### config.mk
export PLATFORM = sky130hd
export DESIGN_NAME = score_panel_render_flat
export DESIGN_NICKNAME = d
export VERILOG_FILES = /design/src/rtl/polytris_text_pkg.sv /design/src/rtl/score_panel_render_if.sv /design/src/rtl/score_bcd_conv.sv /design/src/rtl/score_panel_render.sv /design/src/flat_wrapper.sv
export SDC_FILE = /design/constraint.sdc
export NUM_CORES = 1
export LEC_CHECK = 0
export ABC_AREA = 1
export BUFFER_PORTS_ARGS = -buffer_cell sky130_fd_sc_hd__buf_2
export CELL_PAD_IN_SITES_DETAIL_PLACEMENT = 1
export CELL_PAD_IN_SITES_GLOBAL_PLACEMENT = 1
export CORE_UTILIZATION = 44
export DETAILED_ROUTE_END_ITERATION = 8
export GPL_TIMING_DRIVEN = 0
export PLACE_DENSITY = 0.81
export SYNTH_ARGS = -nofsm -noshare
export SYNTH_HDL_FRONTEND = slang
export SYNTH_SLANG_ARGS = --single-unit
### constraint.sdc
create_clock -name Clk -period 4.31 [get_ports Clk]
set_input_delay 0.862 -clock Clk [delete_from_list [all_inputs] [get_ports Clk]]
set_output_delay 0.862 -clock Clk [all_outputs]
set_load 0.01 [all_outputs]
### src/rtl/polytris_text_pkg.sv
// Shared constants, types and the double-dabble nibble adjust for the score panel.
package polytris_text_pkg;

    localparam logic [7:0] CHAR_BLANK       = 8'h0f;
    localparam logic [7:0] DIGIT_TOKEN_BASE = 8'h0a;
    localparam int         N_DIGITS         = 5;
    localparam int         CELL_W           = 8;
    localparam int         CELL_H           = 16;
    localparam int         BIN_W            = 17;

    typedef logic [N_DIGITS-1:0][3:0] bcd_digits_t;

    typedef enum logic {
        IDLE,
        SHIFT
    } conv_state_e;

    // Add 3 to every nibble >= 5 so the following left shift carries decimally.
    function automatic bcd_digits_t dd_adjust(input bcd_digits_t d);
        bcd_digits_t r;
        for (int i = 0; i < N_DIGITS; i++) begin
            r[i] = (d[i] >= 4'd5) ? d[i] + 4'd3 : d[i];
        end
        return r;
    endfunction

endpackage

### src/rtl/score_panel_render_if.sv
// Pixel, character-map, font-ROM and score signals of the score panel renderer.
interface score_panel_render_if;
    import polytris_text_pkg::*;

    logic [9:0]       DrawX;
    logic [9:0]       DrawY;
    logic             FRAME_START;
    logic [BIN_W-1:0] SCORE;
    logic [5:0]       CHAR_ADDR;
    logic [7:0]       CHAR_DATA;
    logic [10:0]      FONT_ADDR;
    logic [7:0]       FONT_DATA;
    logic             PIXEL_ON;
    logic             IN_PANEL;
    logic             BCD_BUSY;

    modport master (
        output DrawX, DrawY, FRAME_START, SCORE, CHAR_DATA, FONT_DATA,
        input  CHAR_ADDR, FONT_ADDR, PIXEL_ON, IN_PANEL, BCD_BUSY
    );

    modport slave (
        input  DrawX, DrawY, FRAME_START, SCORE, CHAR_DATA, FONT_DATA,
        output CHAR_ADDR, FONT_ADDR, PIXEL_ON, IN_PANEL, BCD_BUSY
    );

endinterface

### src/rtl/score_bcd_conv.sv
// Latches the saturated score on START and converts it to BCD over 17 cycles;
// the visible digit register only changes when a conversion completes.
module score_bcd_conv
    import polytris_text_pkg::*;
#(
    parameter int SCORE_MAX = 99999
) (
    input  logic             Clk,
    input  logic             Reset,
    input  logic             START,
    input  logic [BIN_W-1:0] BIN,
    output logic             BUSY,
    output bcd_digits_t      DIGITS
);

    localparam logic [BIN_W-1:0] SAT_VAL = BIN_W'(SCORE_MAX);

    conv_state_e      state_q;
    logic             busy_q;
    logic [4:0]       cnt_q;
    logic [BIN_W-1:0] bin_q;
    bcd_digits_t      acc_q, acc_d;
    bcd_digits_t      digits_q;
    logic [19:0]      adj_flat;
    logic             unused_adj_msb;

    assign adj_flat       = dd_adjust(acc_q);
    assign acc_d          = {adj_flat[18:0], bin_q[BIN_W-1]};
    // A 5-digit value <= 99999 never sets the top BCD bit before the final shift.
    assign unused_adj_msb = adj_flat[19];

    always_ff @(posedge Clk) begin
        if (Reset) begin
            state_q  <= IDLE;
            busy_q   <= 1'b0;
            cnt_q    <= '0;
            bin_q    <= '0;
            acc_q    <= '0;
            digits_q <= '0;
        end else begin
            case (state_q)
                IDLE: begin
                    if (START) begin
                        bin_q   <= (BIN > SAT_VAL) ? SAT_VAL : BIN;
                        acc_q   <= '0;
                        cnt_q   <= '0;
                        busy_q  <= 1'b1;
                        state_q <= SHIFT;
                    end
                end
                SHIFT: begin
                    acc_q <= acc_d;
                    bin_q <= {bin_q[BIN_W-2:0], 1'b0};
                    cnt_q <= cnt_q + 5'd1;
                    if (cnt_q == 5'(BIN_W - 1)) begin
                        digits_q <= acc_d;
                        busy_q   <= 1'b0;
                        state_q  <= IDLE;
                    end
                end
                default: state_q <= IDLE;
            endcase
        end
    end

    assign BUSY   = busy_q;
    assign DIGITS = digits_q;

endmodule

### src/rtl/score_panel_render.sv
// Three-stage pixel pipeline: coordinates -> char cell, digit-token substitution
// -> font address, font row -> per-pixel foreground.
module score_panel_render
    import polytris_text_pkg::*;
#(
    parameter int PANEL_X   = 480,
    parameter int PANEL_Y   = 64,
    parameter int COLS      = 7,
    parameter int ROWS      = 6,
    parameter int SCORE_MAX = 99999
) (
    input logic                 Clk,
    input logic                 Reset,
    score_panel_render_if.slave bus
);

    localparam logic [9:0] X_LO = 10'(PANEL_X);
    localparam logic [9:0] X_HI = 10'(PANEL_X + COLS * CELL_W);
    localparam logic [9:0] Y_LO = 10'(PANEL_Y);
    localparam logic [9:0] Y_HI = 10'(PANEL_Y + ROWS * CELL_H);

    bcd_digits_t digits;
    logic        busy;

    score_bcd_conv #(.SCORE_MAX(SCORE_MAX)) u_conv (
        .Clk    (Clk),
        .Reset  (Reset),
        .START  (bus.FRAME_START),
        .BIN    (bus.SCORE),
        .BUSY   (busy),
        .DIGITS (digits)
    );

    // Offsets only need the bits that address inside the panel.
    logic [5:0] dx;
    logic [6:0] dy;
    logic       in_d;
    assign dx   = bus.DrawX[5:0] - X_LO[5:0];
    assign dy   = bus.DrawY[6:0] - Y_LO[6:0];
    assign in_d = (bus.DrawX >= X_LO) && (bus.DrawX < X_HI) &&
                  (bus.DrawY >= Y_LO) && (bus.DrawY < Y_HI);

    logic [3:1] vld_pipe_q;
    logic [2:0] col_q, row_q, xoff1_q, xoff2_q, xoff3_q;
    logic [3:0] yoff1_q;
    logic [10:0] font_addr_q;
    logic       blank2_q, blank3_q;

    // Token 0x0a..0x0e maps to digit index 0..4 via the low three bits.
    logic       is_tok;
    logic [2:0] tok_idx;
    logic [6:0] code;
    assign is_tok  = (bus.CHAR_DATA >= DIGIT_TOKEN_BASE) && (bus.CHAR_DATA < CHAR_BLANK);
    assign tok_idx = bus.CHAR_DATA[2:0] - 3'd2;
    assign code    = is_tok ? (7'h30 + {3'b000, digits[tok_idx]}) : bus.CHAR_DATA[6:0];

    always_ff @(posedge Clk) begin
        if (Reset) begin
            vld_pipe_q  <= '0;
            col_q       <= '0;
            row_q       <= '0;
            xoff1_q     <= '0;
            yoff1_q     <= '0;
            font_addr_q <= '0;
            blank2_q    <= 1'b0;
            xoff2_q     <= '0;
            blank3_q    <= 1'b0;
            xoff3_q     <= '0;
        end else begin
            vld_pipe_q  <= {vld_pipe_q[2:1], in_d};
            col_q       <= dx[5:3];
            row_q       <= dy[6:4];
            xoff1_q     <= dx[2:0];
            yoff1_q     <= dy[3:0];
            font_addr_q <= {code, yoff1_q};
            blank2_q    <= (bus.CHAR_DATA == CHAR_BLANK);
            xoff2_q     <= xoff1_q;
            blank3_q    <= blank2_q;
            xoff3_q     <= xoff2_q;
        end
    end

    assign bus.CHAR_ADDR = vld_pipe_q[1] ? (6'(row_q) * 6'(COLS) + 6'(col_q)) : 6'd0;
    assign bus.FONT_ADDR = font_addr_q;
    // Stage-3 controls are registered in step with the synchronous ROM so the
    // selected font bit lands in the same cycle as IN_PANEL.
    assign bus.PIXEL_ON  = bus.FONT_DATA[3'd7 - xoff3_q] & ~blank3_q & vld_pipe_q[3];
    assign bus.IN_PANEL  = vld_pipe_q[3];
    assign bus.BCD_BUSY  = busy;

endmodule

### src/flat_wrapper.sv
// flat-port wrapper written by rule: the top's interface ports become plain ports
module score_panel_render_flat import polytris_text_pkg::*;
#(
    parameter int PANEL_X   = 480,
    parameter int PANEL_Y   = 64,
    parameter int COLS      = 7,
    parameter int ROWS      = 6,
    parameter int SCORE_MAX = 99999
)
  (Clk, Reset, bus_DrawX, bus_DrawY, bus_FRAME_START, bus_SCORE, bus_CHAR_DATA, bus_FONT_DATA, bus_CHAR_ADDR, bus_FONT_ADDR, bus_PIXEL_ON, bus_IN_PANEL, bus_BCD_BUSY);
  score_panel_render_if bus_i ();
  input logic Clk;
  input logic Reset;
  input wire logic [$bits(bus_i.DrawX)-1:0] bus_DrawX;
  input wire logic [$bits(bus_i.DrawY)-1:0] bus_DrawY;
  input wire logic [$bits(bus_i.FRAME_START)-1:0] bus_FRAME_START;
  input wire logic [$bits(bus_i.SCORE)-1:0] bus_SCORE;
  input wire logic [$bits(bus_i.CHAR_DATA)-1:0] bus_CHAR_DATA;
  input wire logic [$bits(bus_i.FONT_DATA)-1:0] bus_FONT_DATA;
  output wire logic [$bits(bus_i.CHAR_ADDR)-1:0] bus_CHAR_ADDR;
  output wire logic [$bits(bus_i.FONT_ADDR)-1:0] bus_FONT_ADDR;
  output wire logic [$bits(bus_i.PIXEL_ON)-1:0] bus_PIXEL_ON;
  output wire logic [$bits(bus_i.IN_PANEL)-1:0] bus_IN_PANEL;
  output wire logic [$bits(bus_i.BCD_BUSY)-1:0] bus_BCD_BUSY;
  assign bus_i.DrawX = bus_DrawX;
  assign bus_i.DrawY = bus_DrawY;
  assign bus_i.FRAME_START = bus_FRAME_START;
  assign bus_i.SCORE = bus_SCORE;
  assign bus_i.CHAR_DATA = bus_CHAR_DATA;
  assign bus_i.FONT_DATA = bus_FONT_DATA;
  assign bus_CHAR_ADDR = bus_i.CHAR_ADDR;
  assign bus_FONT_ADDR = bus_i.FONT_ADDR;
  assign bus_PIXEL_ON = bus_i.PIXEL_ON;
  assign bus_IN_PANEL = bus_i.IN_PANEL;
  assign bus_BCD_BUSY = bus_i.BCD_BUSY;
  score_panel_render #(.PANEL_X(PANEL_X), .PANEL_Y(PANEL_Y), .COLS(COLS), .ROWS(ROWS), .SCORE_MAX(SCORE_MAX)) u_core (.Clk(Clk), .Reset(Reset), .bus(bus_i));
endmodule
==> run summary <==
====================================================================================
Vias in the first global route                                                  4516
Clock group share of total power                                               0.331
Summed negative setup slack over all endpoints                                  0 ns
H-tree depth                                                                       3
Worst rel slew slack                                                           0.546
Area of the die                                                           11100 um^2
Class of the most critical setup path                                        reg2out
Flip-flop and latch area                                                   1980 um^2
Worst Hold Margin                                                           0.410 ns
First-pass detailed-route iteration total                                          5
Tightest Pin Transition                                                     0.682 ns
Result of the run                                                       finished, final reports clean
Final RePlAce weighted congestion                                              0.838
Wirelength per Cell                                                          14.5 um
Type of element launching the critical path                                     flop
Cell Count, Final, Fillers Out                                                   865
Max-cap violations                                                                 0
Number of sinks on the clock net                                                  99
Worst-case clock buffer depth                                                      2
Path class of the lowest-slack min-delay path                                reg2reg
Number of placed I/O pins                                                         76
Final Max Tran Viols                                                               0
Syn_area_per_cell                                                          7.37 um^2
Dpl hpwl                                                                     9800 um
Sequential cell area fraction in the yosys report                              0.421
Sw Share                                                                       0.274
Number of I/O port buffers                                                        74
Gate count of the mapped netlist                                                 639
Clock slew seen by the registers of the worst setup and hold paths           0.10 ns
Highest metal used                                                              met4
Count of final hold-check violations                                               0
Dpl cells                                                                        849
Area of the mapped netlist                                                 4710 um^2
Number of nets at the end of the flow                                            807
Number of antenna violations at the first check in global routing                  0
Area added between synthesis and finish                                        15.4%
Post-synth EDFFs                                                                   0
Number of DRC violations after detailed-routing iteration 0                      174
Post-synth cell types                                                             34
Most common cell in the netlist                                         sky130_fd_sc_hd__nand2_1
Count of filler cells inserted in the layout                                    1382
Setup violations, final                                                            0
CTS hold repair buffers                                                            0
CP required                                                                  3.45 ns
Area of the core                                                          10400 um^2
Residual DRC                                                                       0
Number of buffers inserted during clock tree synthesis                             9
Postcts setup bufs                                                                 0
Clock network latency to the later pin of the worst-skew pair                0.37 ns
Post-route clock skew                                                     0.00925 ns
GRT overflow                                                                       0
Leak                                                                         2.54 nW
Nets in the synthesized netlist                                                  722
Period utilisation layout                                                      0.870
Overall global routing resource usage                                          0.240
Arrival time worst endpoint                                                  2.89 ns
Maximum ir drop on the vdd rail                                             0.169 mV
Row Count                                                                         37
Pin count of the biggest net entering global routing                              18
Setup repair after global routing missed its margin                               no
First-pass GRT wire length                                                  21000 um
Cell taking the most area after synthesis                               sky130_fd_sc_hd__dfxtp_1
M1 wire length                                                               5530 um
Routed via count                                                                4410
Biggest fanout along the worst timing path                                         4
Flop pwr share                                                                 0.557
Internal Pwr Total                                                           1.24 mW
Number of antenna cells inserted                                                   0
Flop and latch count out of synthesis                                             99
Total routed wirelength                                                     12600 um
Clock tree from TritonCTS                                                      built
Achievable frequency                                                         267 MHz
Routed length on met3                                                         411 um
Die outline width                                                             105 um
Crit path capture type                                                   output port
CTS resizes                                                                        0
Share of the synthesized area in the top cell type                             0.421
Register-to-register setup slack                                             2.65 ns
Top post-synthesis cells by area                                        sky130_fd_sc_hd__dfxtp_1 (42%), sky130_fd_sc_hd__nand2_1 (11%), sky130_fd_sc_hd__inv_1 (7.3%), sky130_fd_sc_hd__ha_1 (6.1%), sky130_fd_sc_hd__nand3_1 (5.6%)
Starting Density                                                               0.454
Part of the total power dissipated in combinational logic                      0.112
Clock tree root buffer cell                                             sky130_fd_sc_hd__clkbuf_8
Via-to-Cell Ratio                                                               5.10
Power spent charging and discharging nets                                   0.470 mW
Total number of yosys warnings                                                     0
Areal power density over the cells                                       315 nW/um^2
Crit path time final                                                         3.75 ns
Dominant synthesized flop cell                                          sky130_fd_sc_hd__dfxtp_1
Multi-input gate area in the final layout                                  2220 um^2
Leading cell types by count after synthesis                             sky130_fd_sc_hd__nand2_1 (132), sky130_fd_sc_hd__dfxtp_1 (99), sky130_fd_sc_hd__inv_1 (91)
Met2 wire length                                                             6500 um
ANT nets after route                                                               0
Proportion of synthesized flip-flops having asynchronous set or reset              0
Proportion of layout cells with a drive suffix above 1                         0.170
Overall die height                                                            105 um
====================================================================================
-- per-stage QoR --
step / util / power (mW) / setup slack, ns / cell area [um^2]
CTS: 0.524 / 1.74 / 0.521 / 5430
global route: 0.524 / 1.80 / 0.330 / 5430
global placement: 0.506 / 1.16 / 1.04 / 5250
finish: 0.524 / 1.71 / 0.558 / 5430
detailed placement: 0.506 / 1.17 / 0.950 / 5250
floorplan: - / 1.09 / 1.19 / 4710
-- cell families (layout without fill, tap and decap cells) --
family,count (synthesis),after routing,synth area share
AO/OA/AOI/OAI,113,113,0.133
XOR/XNOR,4,4,0.00744
adder cells (fa/ha/maj),27,27,0.0781
buffers and inverters,121,211,0.108
flip-flops,99,99,0.421
AND/OR/NAND/NOR,275,275,0.253
-- final timing paths --
kind,cells after the start,startpoint,end
hold reg to reg,2,u_core.yoff1_q[1],u_core.bus.FONT_ADDR[1]
setup reg to reg,9,u_core.u_conv.acc_q[8],u_core.u_conv.acc_q[10]
setup / recovery,10,u_core.row_q[0],bus_CHAR_ADDR[5]
hold / removal,2,u_core.yoff1_q[1],u_core.bus.FONT_ADDR[1]
-- cells in the final DEF (no fill, tap or decap), types with 5 or more instances in the layout --
cell type                  count
sky130_fd_sc_hd__clkbuf_1      6
sky130_fd_sc_hd__inv_2         5
sky130_fd_sc_hd__a22oi_1      14
sky130_fd_sc_hd__nand4_1      11
sky130_fd_sc_hd__nand2_1     132
sky130_fd_sc_hd__dfxtp_1      99
sky130_fd_sc_hd__inv_1        91
sky130_fd_sc_hd__clkbuf_8     10
sky130_fd_sc_hd__buf_2        85
sky130_fd_sc_hd__a21oi_1      52
sky130_fd_sc_hd__nor2_1       67
sky130_fd_sc_hd__nand3_1      53
sky130_fd_sc_hd__o21ai_0      34
sky130_fd_sc_hd__ha_1         23
-- sequential cells by signal, summed over array words and instances (netlist names) --
register,flops
u_core.xoff3_q,3
u_core.u_conv.bin_q,17
u_core.u_conv.state_q,1
u_core.yoff1_q,4
u_core.u_conv.cnt_q,5
u_core.xoff1_q,3
u_core.bus.FONT_ADDR,11
u_core.u_conv.DIGITS,20
u_core.blank3_q,1
u_core.xoff2_q,3
u_core.row_q,3
u_core.vld_pipe_q,3
u_core.blank2_q,1
u_core.u_conv.acc_q,20
u_core.u_conv.BUSY,1
u_core.col_q,3
-- power by group through the flow --
stage / clock, mW / sequential [mW] / combinational, mW
2_1_floorplan: 0 / 0.975 / 0.115
3_3_place_gp: 0 / 0.975 / 0.186
3_5_place_dp: 0 / 0.976 / 0.194
4_1_cts: 0.585 / 0.955 / 0.196
5_1_grt: 0.625 / 0.958 / 0.219
6_report: 0.567 / 0.955 / 0.192
-- metal layers --
layer,global-route usage,vias to the layer above
met1,0.275,2085
met5,0,-
met2,0.453,93
li1,-,2219
met3,0.0464,13
met4,0.0553,0
-- critical path, cell delays in order (launching register included) --
cell                      delay [ns]
sky130_fd_sc_hd__dfxtp_1        0.39
sky130_fd_sc_hd__fa_1           0.56
sky130_fd_sc_hd__inv_1          0.05
sky130_fd_sc_hd__fa_1           0.48
sky130_fd_sc_hd__inv_1          0.07
sky130_fd_sc_hd__fa_1           0.45
sky130_fd_sc_hd__nand3_1        0.11
sky130_fd_sc_hd__nand2_1        0.08
sky130_fd_sc_hd__o21ai_0        0.16
sky130_fd_sc_hd__a21oi_1        0.05
sky130_fd_sc_hd__buf_2          0.13
-- cell type report --
class / instances / share of cell area
buffer: 25 / 0.0269
clock buffer: 10 / 0.0253
clock inverter: 6 / 0.00875
inverter: 96 / 0.0663
multi-input combinational: 419 / 0.408
sequential: 99 / 0.365
tap: 136 / 0.0313
timing repair buffer: 74 / 0.0682
No activity file was read; power rests on OpenSTA's default activity.
